`config.mk`:
```
export PLATFORM = sky130hd
export DESIGN_NAME = snake_move_ctrl_flat
export DESIGN_NICKNAME = d
export VERILOG_FILES = /design/src/rtl/snake_move_ctrl_if.sv /design/src/rtl/snake_move_ctrl.sv /design/src/flat_wrapper.sv
export SDC_FILE = /design/constraint.sdc
export NUM_CORES = 1
export LEC_CHECK = 0
export ABC_AREA = 0
export BUFFER_PORTS_ARGS = -buffer_cell sky130_fd_sc_hd__buf_2
export CAP_MARGIN = 10
export CORE_UTILIZATION = 35
export CTS_CLUSTER_DIAMETER = 100
export DETAILED_ROUTE_END_ITERATION = 8
export PLACE_DENSITY = 0.6
export SYNTH_ARGS = -nofsm -noshare
export SYNTH_HDL_FRONTEND = slang
export SYNTH_SLANG_ARGS = --single-unit
export TNS_END_PERCENT = 100
```
`constraint.sdc`:
```
create_clock -name clk -period 4.4 [get_ports clk]
set_input_delay 0.22 -clock clk [delete_from_list [all_inputs] [get_ports clk]]
set_output_delay 0.22 -clock clk [all_outputs]
set_load 0.03 [all_outputs]
```
`src/rtl/snake_move_ctrl_if.sv`:
```
// Game/renderer side of the snake move sequencer: move
// control, status, and the segment read port.
interface snake_move_ctrl_if #(
  parameter int XW = 6,
  parameter int YW = 5,
  parameter int LW = 6
) ();
  logic          init;
  logic          step;
  logic [1:0]    dir;
  logic [XW-1:0] food_x;
  logic [YW-1:0] food_y;
  logic          busy;
  logic          done;
  logic          ate;
  logic          dead;
  logic [LW-1:0] length;
  logic [XW-1:0] head_x;
  logic [YW-1:0] head_y;
  logic [LW-1:0] rd_addr;
  logic [XW-1:0] rd_x;
  logic [YW-1:0] rd_y;

  modport master (
    output init, step, dir, food_x, food_y, rd_addr,
    input  busy, done, ate, dead, length,
    input  head_x, head_y, rd_x, rd_y
  );

  modport slave (
    input  init, step, dir, food_x, food_y, rd_addr,
    output busy, done, ate, dead, length,
    output head_x, head_y, rd_x, rd_y
  );
endinterface

```
`src/rtl/snake_move_ctrl.sv`:
```
// One snake move per step: new head, wall/self collision,
// food detection, body shift. Owns the segment store.
module snake_move_ctrl #(
  parameter int COLS    = 40,
  parameter int ROWS    = 30,
  parameter int MAX_LEN = 32,
  parameter int XW      = 6,
  parameter int YW      = 5,
  parameter int LW      = 6
) (
  input  logic clk,
  input  logic rst_n,
  snake_move_ctrl_if.slave bus
);

  localparam int AW = $clog2(MAX_LEN);
  localparam logic [LW-1:0] LEN0 = LW'(3);
  localparam logic [LW-1:0] MAXL = LW'(MAX_LEN);
  localparam logic [1:0]    RIGHT = 2'b11;

  typedef enum logic [2:0] {
    IDLE, CALC, SCAN, SHIFT, DONE, DEAD
  } state_t;

  state_t state, state_nx;

  logic [XW-1:0] seg_x [MAX_LEN];
  logic [YW-1:0] seg_y [MAX_LEN];

  logic [LW-1:0] len_q, idx, scan_n;
  logic [1:0]    heading, mv_dir;
  logic [XW-1:0] fx_q, nx_q, cx, rd_x_q;
  logic [YW-1:0] fy_q, ny_q, cy, rd_y_q;
  logic          eat_q, done_q, ate_q, dead_q;
  logic          wall, calc_eat, hit, last, rev;

  function automatic logic [XW-1:0] start_x(int i);
    return (i < 3) ? XW'(COLS / 2 - i) : '0;
  endfunction

  function automatic logic [YW-1:0] start_y(int i);
    return (i < 3) ? YW'(ROWS / 2) : '0;
  endfunction

  always_comb begin
    cx   = seg_x[0];
    cy   = seg_y[0];
    wall = 1'b0;
    unique case (mv_dir)
      2'b00: begin
        wall = (seg_y[0] == '0);
        cy   = seg_y[0] - YW'(1);
      end
      2'b01: begin
        wall = (seg_y[0] == YW'(ROWS - 1));
        cy   = seg_y[0] + YW'(1);
      end
      2'b10: begin
        wall = (seg_x[0] == '0);
        cx   = seg_x[0] - XW'(1);
      end
      2'b11: begin
        wall = (seg_x[0] == XW'(COLS - 1));
        cx   = seg_x[0] + XW'(1);
      end
    endcase
  end

  assign calc_eat = (cx == fx_q) && (cy == fy_q);
  assign hit  = (seg_x[idx[AW-1:0]] == nx_q)
             && (seg_y[idx[AW-1:0]] == ny_q);
  assign last = ((idx + LW'(1)) == scan_n);
  assign rev  = (bus.dir == {heading[1], ~heading[0]});

  always_comb begin
    state_nx = state;
    unique case (state)
      IDLE:  if (bus.step) state_nx = CALC;
      CALC:  state_nx = wall ? DEAD : SCAN;
      SCAN: begin
        if (hit)       state_nx = DEAD;
        else if (last) state_nx = SHIFT;
      end
      SHIFT: state_nx = DONE;
      DONE:  state_nx = IDLE;
      DEAD:  state_nx = DEAD;
      default: state_nx = IDLE;
    endcase
    if (bus.init) state_nx = IDLE;
  end

  always_ff @(posedge clk or negedge rst_n) begin
    if (!rst_n) state <= IDLE;
    else        state <= state_nx;
  end

  always_ff @(posedge clk or negedge rst_n) begin
    if (!rst_n) begin
      for (int i = 0; i < MAX_LEN; i++) begin
        seg_x[i] <= start_x(i);
        seg_y[i] <= start_y(i);
      end
    end else if (bus.init) begin
      for (int i = 0; i < MAX_LEN; i++) begin
        seg_x[i] <= start_x(i);
        seg_y[i] <= start_y(i);
      end
    end else if (state == SHIFT) begin
      seg_x[0] <= nx_q;
      seg_y[0] <= ny_q;
      for (int i = 1; i < MAX_LEN; i++) begin
        seg_x[i] <= seg_x[i-1];
        seg_y[i] <= seg_y[i-1];
      end
    end
  end

  always_ff @(posedge clk or negedge rst_n) begin
    if (!rst_n) begin
      len_q   <= LEN0;
      heading <= RIGHT;
      mv_dir  <= RIGHT;
      idx     <= '0;
      scan_n  <= '0;
      fx_q    <= '0;
      fy_q    <= '0;
      nx_q    <= '0;
      ny_q    <= '0;
      eat_q   <= 1'b0;
      done_q  <= 1'b0;
      ate_q   <= 1'b0;
      dead_q  <= 1'b0;
      rd_x_q  <= '0;
      rd_y_q  <= '0;
    end else if (bus.init) begin
      len_q   <= LEN0;
      heading <= RIGHT;
      mv_dir  <= RIGHT;
      eat_q   <= 1'b0;
      done_q  <= 1'b0;
      ate_q   <= 1'b0;
      dead_q  <= 1'b0;
      rd_x_q  <= '0;
      rd_y_q  <= '0;
    end else begin
      // done is registered, so it trails DONE/entry to DEAD by one edge
      done_q <= (state == DONE) || (state == DEAD && !dead_q);
      ate_q  <= (state == DONE) && eat_q;
      if (state == DEAD) dead_q <= 1'b1;
      if (bus.rd_addr < len_q) begin
        rd_x_q <= seg_x[bus.rd_addr[AW-1:0]];
        rd_y_q <= seg_y[bus.rd_addr[AW-1:0]];
      end else begin
        rd_x_q <= '0;
        rd_y_q <= '0;
      end
      unique case (state)
        IDLE: if (bus.step) begin
          mv_dir <= rev ? heading : bus.dir;
          fx_q   <= bus.food_x;
          fy_q   <= bus.food_y;
        end
        CALC: begin
          nx_q   <= cx;
          ny_q   <= cy;
          eat_q  <= calc_eat;
          scan_n <= calc_eat ? len_q : len_q - LW'(1);
          idx    <= '0;
        end
        SCAN:  idx <= idx + LW'(1);
        SHIFT: begin
          heading <= mv_dir;
          if (eat_q && len_q < MAXL) len_q <= len_q + LW'(1);
        end
        default: ;
      endcase
    end
  end

  assign bus.busy   = (state != IDLE) && (state != DEAD);
  assign bus.done   = done_q;
  assign bus.ate    = ate_q;
  assign bus.dead   = dead_q;
  assign bus.length = len_q;
  assign bus.head_x = seg_x[0];
  assign bus.head_y = seg_y[0];
  assign bus.rd_x   = rd_x_q;
  assign bus.rd_y   = rd_y_q;

endmodule

```
`src/flat_wrapper.sv`:
```
// flat-port wrapper written by rule: the top's interface ports become plain ports
module snake_move_ctrl_flat 
#(
  parameter int COLS    = 40,
  parameter int ROWS    = 30,
  parameter int MAX_LEN = 32,
  parameter int XW      = 6,
  parameter int YW      = 5,
  parameter int LW      = 6
)
  (clk, rst_n, bus_init, bus_step, bus_dir, bus_food_x, bus_food_y, bus_rd_addr, bus_busy, bus_done, bus_ate, bus_dead, bus_length, bus_head_x, bus_head_y, bus_rd_x, bus_rd_y);
  snake_move_ctrl_if #(.XW(XW), .YW(YW), .LW(LW)) bus_i ();
  input  logic clk;
  input  logic rst_n;
  input wire logic [$bits(bus_i.init)-1:0] bus_init;
  input wire logic [$bits(bus_i.step)-1:0] bus_step;
  input wire logic [$bits(bus_i.dir)-1:0] bus_dir;
  input wire logic [$bits(bus_i.food_x)-1:0] bus_food_x;
  input wire logic [$bits(bus_i.food_y)-1:0] bus_food_y;
  input wire logic [$bits(bus_i.rd_addr)-1:0] bus_rd_addr;
  output wire logic [$bits(bus_i.busy)-1:0] bus_busy;
  output wire logic [$bits(bus_i.done)-1:0] bus_done;
  output wire logic [$bits(bus_i.ate)-1:0] bus_ate;
  output wire logic [$bits(bus_i.dead)-1:0] bus_dead;
  output wire logic [$bits(bus_i.length)-1:0] bus_length;
  output wire logic [$bits(bus_i.head_x)-1:0] bus_head_x;
  output wire logic [$bits(bus_i.head_y)-1:0] bus_head_y;
  output wire logic [$bits(bus_i.rd_x)-1:0] bus_rd_x;
  output wire logic [$bits(bus_i.rd_y)-1:0] bus_rd_y;
  assign bus_i.init = bus_init;
  assign bus_i.step = bus_step;
  assign bus_i.dir = bus_dir;
  assign bus_i.food_x = bus_food_x;
  assign bus_i.food_y = bus_food_y;
  assign bus_i.rd_addr = bus_rd_addr;
  assign bus_busy = bus_i.busy;
  assign bus_done = bus_i.done;
  assign bus_ate = bus_i.ate;
  assign bus_dead = bus_i.dead;
  assign bus_length = bus_i.length;
  assign bus_head_x = bus_i.head_x;
  assign bus_head_y = bus_i.head_y;
  assign bus_rd_x = bus_i.rd_x;
  assign bus_rd_y = bus_i.rd_y;
  snake_move_ctrl #(.COLS(COLS), .ROWS(ROWS), .MAX_LEN(MAX_LEN), .XW(XW), .YW(YW), .LW(LW)) u_core (.clk(clk), .rst_n(rst_n), .bus(bus_i));
endmodule
```
==> impl_summary.md <==
Yosys
The mapped cell area is 23200 µm². By count the netlist is led by 747 x sky130_fd_sc_hd__nand2_1, 389 x sky130_fd_sc_hd__dfrtp_1, 367 x sky130_fd_sc_hd__a21oi_1. The library cell with the highest instance count after synthesis is sky130_fd_sc_hd__nand2_1. The post-synthesis xor/xnor area fraction is 0.0187. The largest family of logic cells by synthesized area is multiplexers. The adder-cell share of the synthesized area is 0.00983. The async set or reset register ratio after synthesis is 1.00. For this run, the leading register cell type out of synthesis is sky130_fd_sc_hd__dfrtp_1. After synthesis, the cell types taking the most area are sky130_fd_sc_hd__dfrtp_1 42%, sky130_fd_sc_hd__mux4_2 14%, sky130_fd_sc_hd__nand2_1 12%.

The basic-gate share of the synthesized area counting and, or, nand and nor cells is 0.152. A synthesized cell averages 9.84 µm². In this run, synthesis produced a sequential element count of 414.

The share of synthesized area in the top cell type comes to 0.420. Yosys mapped a number of flops with a built-in enable equal to 0. The number of nets handed over by synthesis was 2393. The compound-cell area share of the yosys netlist is 0.117. The cell taking the most area after synthesis is sky130_fd_sc_hd__dfrtp_1.

For this run, the register share of the synthesized area comes to 0.449. Synthesis instantiated 62 different standard cells from the library. After technology mapping, the gate count stands at 2353. Measured against the total synthesized area, the mux share comes to 0.207. The warning count from the yosys run is 0.

Finish
The layout net count is 2341. The relative area change from synthesis to final layout is 11.1%. The fraction of layout instances using a drive strength above 1 is 0.160. The final design instance area without fill is about 26000 µm². The repair_antennas step left the layout with diodes totalling 0. The number of cells in the finished layout apart from fillers is 3192.

Global route
For this run, the total global-route usage over all layers was measured as 0.183. For this run the aggregate overflow at the end of global routing stands at 0. The global-route wire length before repair is between 90 and 100 mm. Entering global routing, the biggest net connects 179 pins. The number of global-route vias before repair is between 15k and 20k. The initial antenna violation count is 0.

Placement
The count of input and output buffers is 54. The cell count after placement is 3094. The final RePlAce weighted congestion is 0.848. The placed instances occupy a cell area of approximately 24000 µm².

The HPWL after detailed placement is 36.5 mm.

Critical path
The slowest stage of the critical path belongs to the cell sky130_fd_sc_hd__dfstp_2. The worst register-to-register path begins at u_core.mv_dir[1]$_DFFE_PN1P_. The critical-path maximum fanout is 20. The worst setup path is launched from a flop. Walking the worst path, the cells encountered are buf_4 > nand2_1 > inv_1 > fa_1 > xor2_1 > a31oi_1 > or4_1 > nor4_1 > nand3_2 > nor2_1 > a21oi_1 > mux2_2. By startpoint and endpoint, the worst setup path is classified as flop to flop. The startpoint of the worst setup timing path is u_core.mv_dir[1]$_DFFE_PN1P_. The endpoint required time on the critical path is ~4.9 ns. The maximum single-stage delay on the critical path is slightly below 0.7 ns.

Data on the critical path arrives at its endpoint at 4.12 ns. The worst setup path is captured at a flop.

Clock network
The CTS tree is done. The clock net in this run drives a total of 414 sinks. The source-to-sink clock delay at the later pin of the worst-skew pair is 0.59 ns.

The longest clock path from root to sink contains 3 buffers. The number of levels in the clock H-tree is 2. The root buffer cell is sky130_fd_sc_hd__clkbuf_16. TritonCTS created 46 clock buffers. The clock transition time at the flip-flop clock pins of the worst setup and hold paths is 0.06 ns.

Floorplanning
The total I/O pin count is 55. After floorplanning, the core was divided into 93 placement rows. The die height is 259 µm. The initial utilization of the core area, before any placement, comes to 0.357. From left edge to right edge, the die measures 259 µm.

The floorplan step defined a die boundary enclosing 67200 µm². The area of the placeable core is 64900 µm².

STA
The number of max-slew violations in the final report is 0. For the pin with the worst max-slew slack, the measured transition is 1.10 ns. The minimum clock period after layout is 3.65 ns.

Setup repair after global routing left no endpoint under its margin. The final-report setup violation count is 0. The number of hold-slack violations in the final timing report is 0. After routing, the total negative slack on setup checks comes to 0 ns.

The upper clock frequency limit is 274 MHz. The ratio of final minimum period to clock period is 0.829. The maximum clock skew at final layout is 0.0130 ns. The worst pin sits at a relative slew slack of 0.265.

Run
The max-cap violation count is 0.

Power
IR analysis of the VDD net gives a maximum drop of about 0.25 mV. The analysis attributes to cell leakage a power of just over 0.01 µW. In this run the power density over the cells is 397 nW/µm².

Drt
The detail route stage leaves a number of antenna-violating nets equal to 0. The first detailed-routing pass took 5 iterations. The total routed wirelength is 60.8 mm. Dividing the detail-routed wire length by the instance count gives 19.1 µm. The via-per-instance ratio is 5.57. The number of DRC violations after detailed-routing iteration 0 is approximately 1.7k. Detailed routing inserted a total of 17.8k vias. After detailed routing, the number of remaining DRC violations is 0.

Outcome
The flow ran to the end, and the final reports show no timing, DRC or antenna violations.

Hold path
The path class of the tightest hold or removal check is input pin to flop. The startpoint identified for the worst hold timing path is bus_step.
[cell families (layout without fill, tap and decap cells)]
| group | after synthesis | in the layout |
|---|---|---|
| adder cells (fa/ha/maj) | 17 | 17 |
| flip-flops | 414 | 414 |
| AND/OR/NAND/NOR | 872 | 872 |
| multiplexers | 279 | 279 |
| AO/OA/AOI/OAI | 495 | 495 |
| XOR/XNOR | 48 | 48 |
| buffers and inverters | 228 | 212 |
[sequential cells by signal (all words and copies together) (netlist names)]
| signal | flops |
|---|---|
| u_core.seg_y | 155 |
| u_core.bus.head_x | 6 |
| u_core.mv_dir | 2 |
| u_core.eat_q | 1 |
| u_core.bus.done | 1 |
| u_core.scan_n | 6 |
| u_core.state | 3 |
| u_core.ny_q | 5 |
| u_core.bus.length | 6 |
| u_core.bus.head_y | 5 |
| u_core.seg_x | 186 |
| u_core.fx_q | 6 |
| u_core.heading | 2 |
| u_core.fy_q | 5 |
| u_core.bus.rd_x | 6 |
| u_core.bus.dead | 1 |
| u_core.bus.rd_y | 5 |
| u_core.idx | 6 |
| u_core.nx_q | 6 |
| u_core.bus.ate | 1 |
[per-stage QoR]
stage          utilization  total power (µW)  hold WS [ns]  setup WS, ns
6_report             0.396             10200        0.0676         0.753
5_1_grt              0.396             10600        0.0960         0.444
4_1_cts              0.396             10300        0.0336         0.759
3_5_place_dp         0.369              6200         0.327         0.803
3_3_place_gp         0.369              6190         0.317         0.827
2_1_floorplan            -              5740       -0.0756         0.629
[worst max-delay path, delay by kind of cell, from the launching register on]
family | cells | cell delay, ns
compound gates | 2 | 0.14
xor+xnor | 1 | 0.17
fa+ha+maj | 1 | 0.45
buf+inv | 2 | 0.39
flops | 1 | 0.68
mux | 1 | 0.27
simple gates | 5 | 1.41
[timing repair]
item | in CTS | in global routing
resized for setup | 0 | 0
setup buffers | 0 | 0
endpoints found under the setup margin | 0 | 0
endpoints found under the hold margin | 104 | 0
hold buffers | 14 | 0
[placed cells by master (no fill, tap or decap), types with 17 or more instances in the layout]
cell type                   Yosys  routed
sky130_fd_sc_hd__mux2_2        19      19
sky130_fd_sc_hd__buf_4         17      30
sky130_fd_sc_hd__mux2i_1      104     104
sky130_fd_sc_hd__dfrtp_1      389     387
sky130_fd_sc_hd__nand2_1      747     747
sky130_fd_sc_hd__a22oi_1       33      33
sky130_fd_sc_hd__buf_2         13      50
sky130_fd_sc_hd__mux4_2       149     149
sky130_fd_sc_hd__nor2_1        31      30
sky130_fd_sc_hd__dfstp_2       25      25
sky130_fd_sc_hd__o21ai_0       32      32
sky130_fd_sc_hd__xnor2_1       35      35
sky130_fd_sc_hd__clkbuf_16      0      49
sky130_fd_sc_hd__nand3_1       24      24
sky130_fd_sc_hd__inv_1         17      17
sky130_fd_sc_hd__a21oi_1      367     367
[layer usage]
layer,up-vias,track usage,share of wire,wire [µm]
met5,-,0,0,0
met4,0,0.0647,0.028,1700
met3,106,0.0258,0.055,3340
met2,522,0.293,0.48,28900
met1,9001,0.253,0.44,26900
li1,8137,-,-,-
[layout make-up]
cell class	count	area, µm²
clock buffers	69	1420
well taps	855	1070
multi-input cells	1711	11700
repair buffers	109	897
fillers	6191	39200
clock inverters	15	184
flip-flops and latches	414	10400
inverters	19	71.3
[path summary, 6_finish.rpt]
check	to	slack (ns)	cells past startpoint
max in group asynchronous	u_core.seg_x[25]$_DFFE_PN0P_	2.95	3
min in group asynchronous	u_core.seg_y[94]$_DFFE_PN0P_	0.23	2
hold / removal	u_core.mv_dir[0]$_DFFE_PN1P_	0.07	3
hold reg to reg	u_core.bus.done$_DFF_PN0_	0.49	1
setup / recovery	u_core.scan_n[1]$_DFFE_PN0P_	0.75	12
setup reg to reg	u_core.scan_n[1]$_DFFE_PN0P_	0.75	12
[power by group]
| group | switching, µW | internal, µW | total (µW) |
|---|---|---|---|
| combinational | 1160 | 843 | 2000 |
| clock | 1620 | 2460 | 4080 |
| sequential | 209 | 3930 | 4140 |
(Power assumes the default switching activity.)
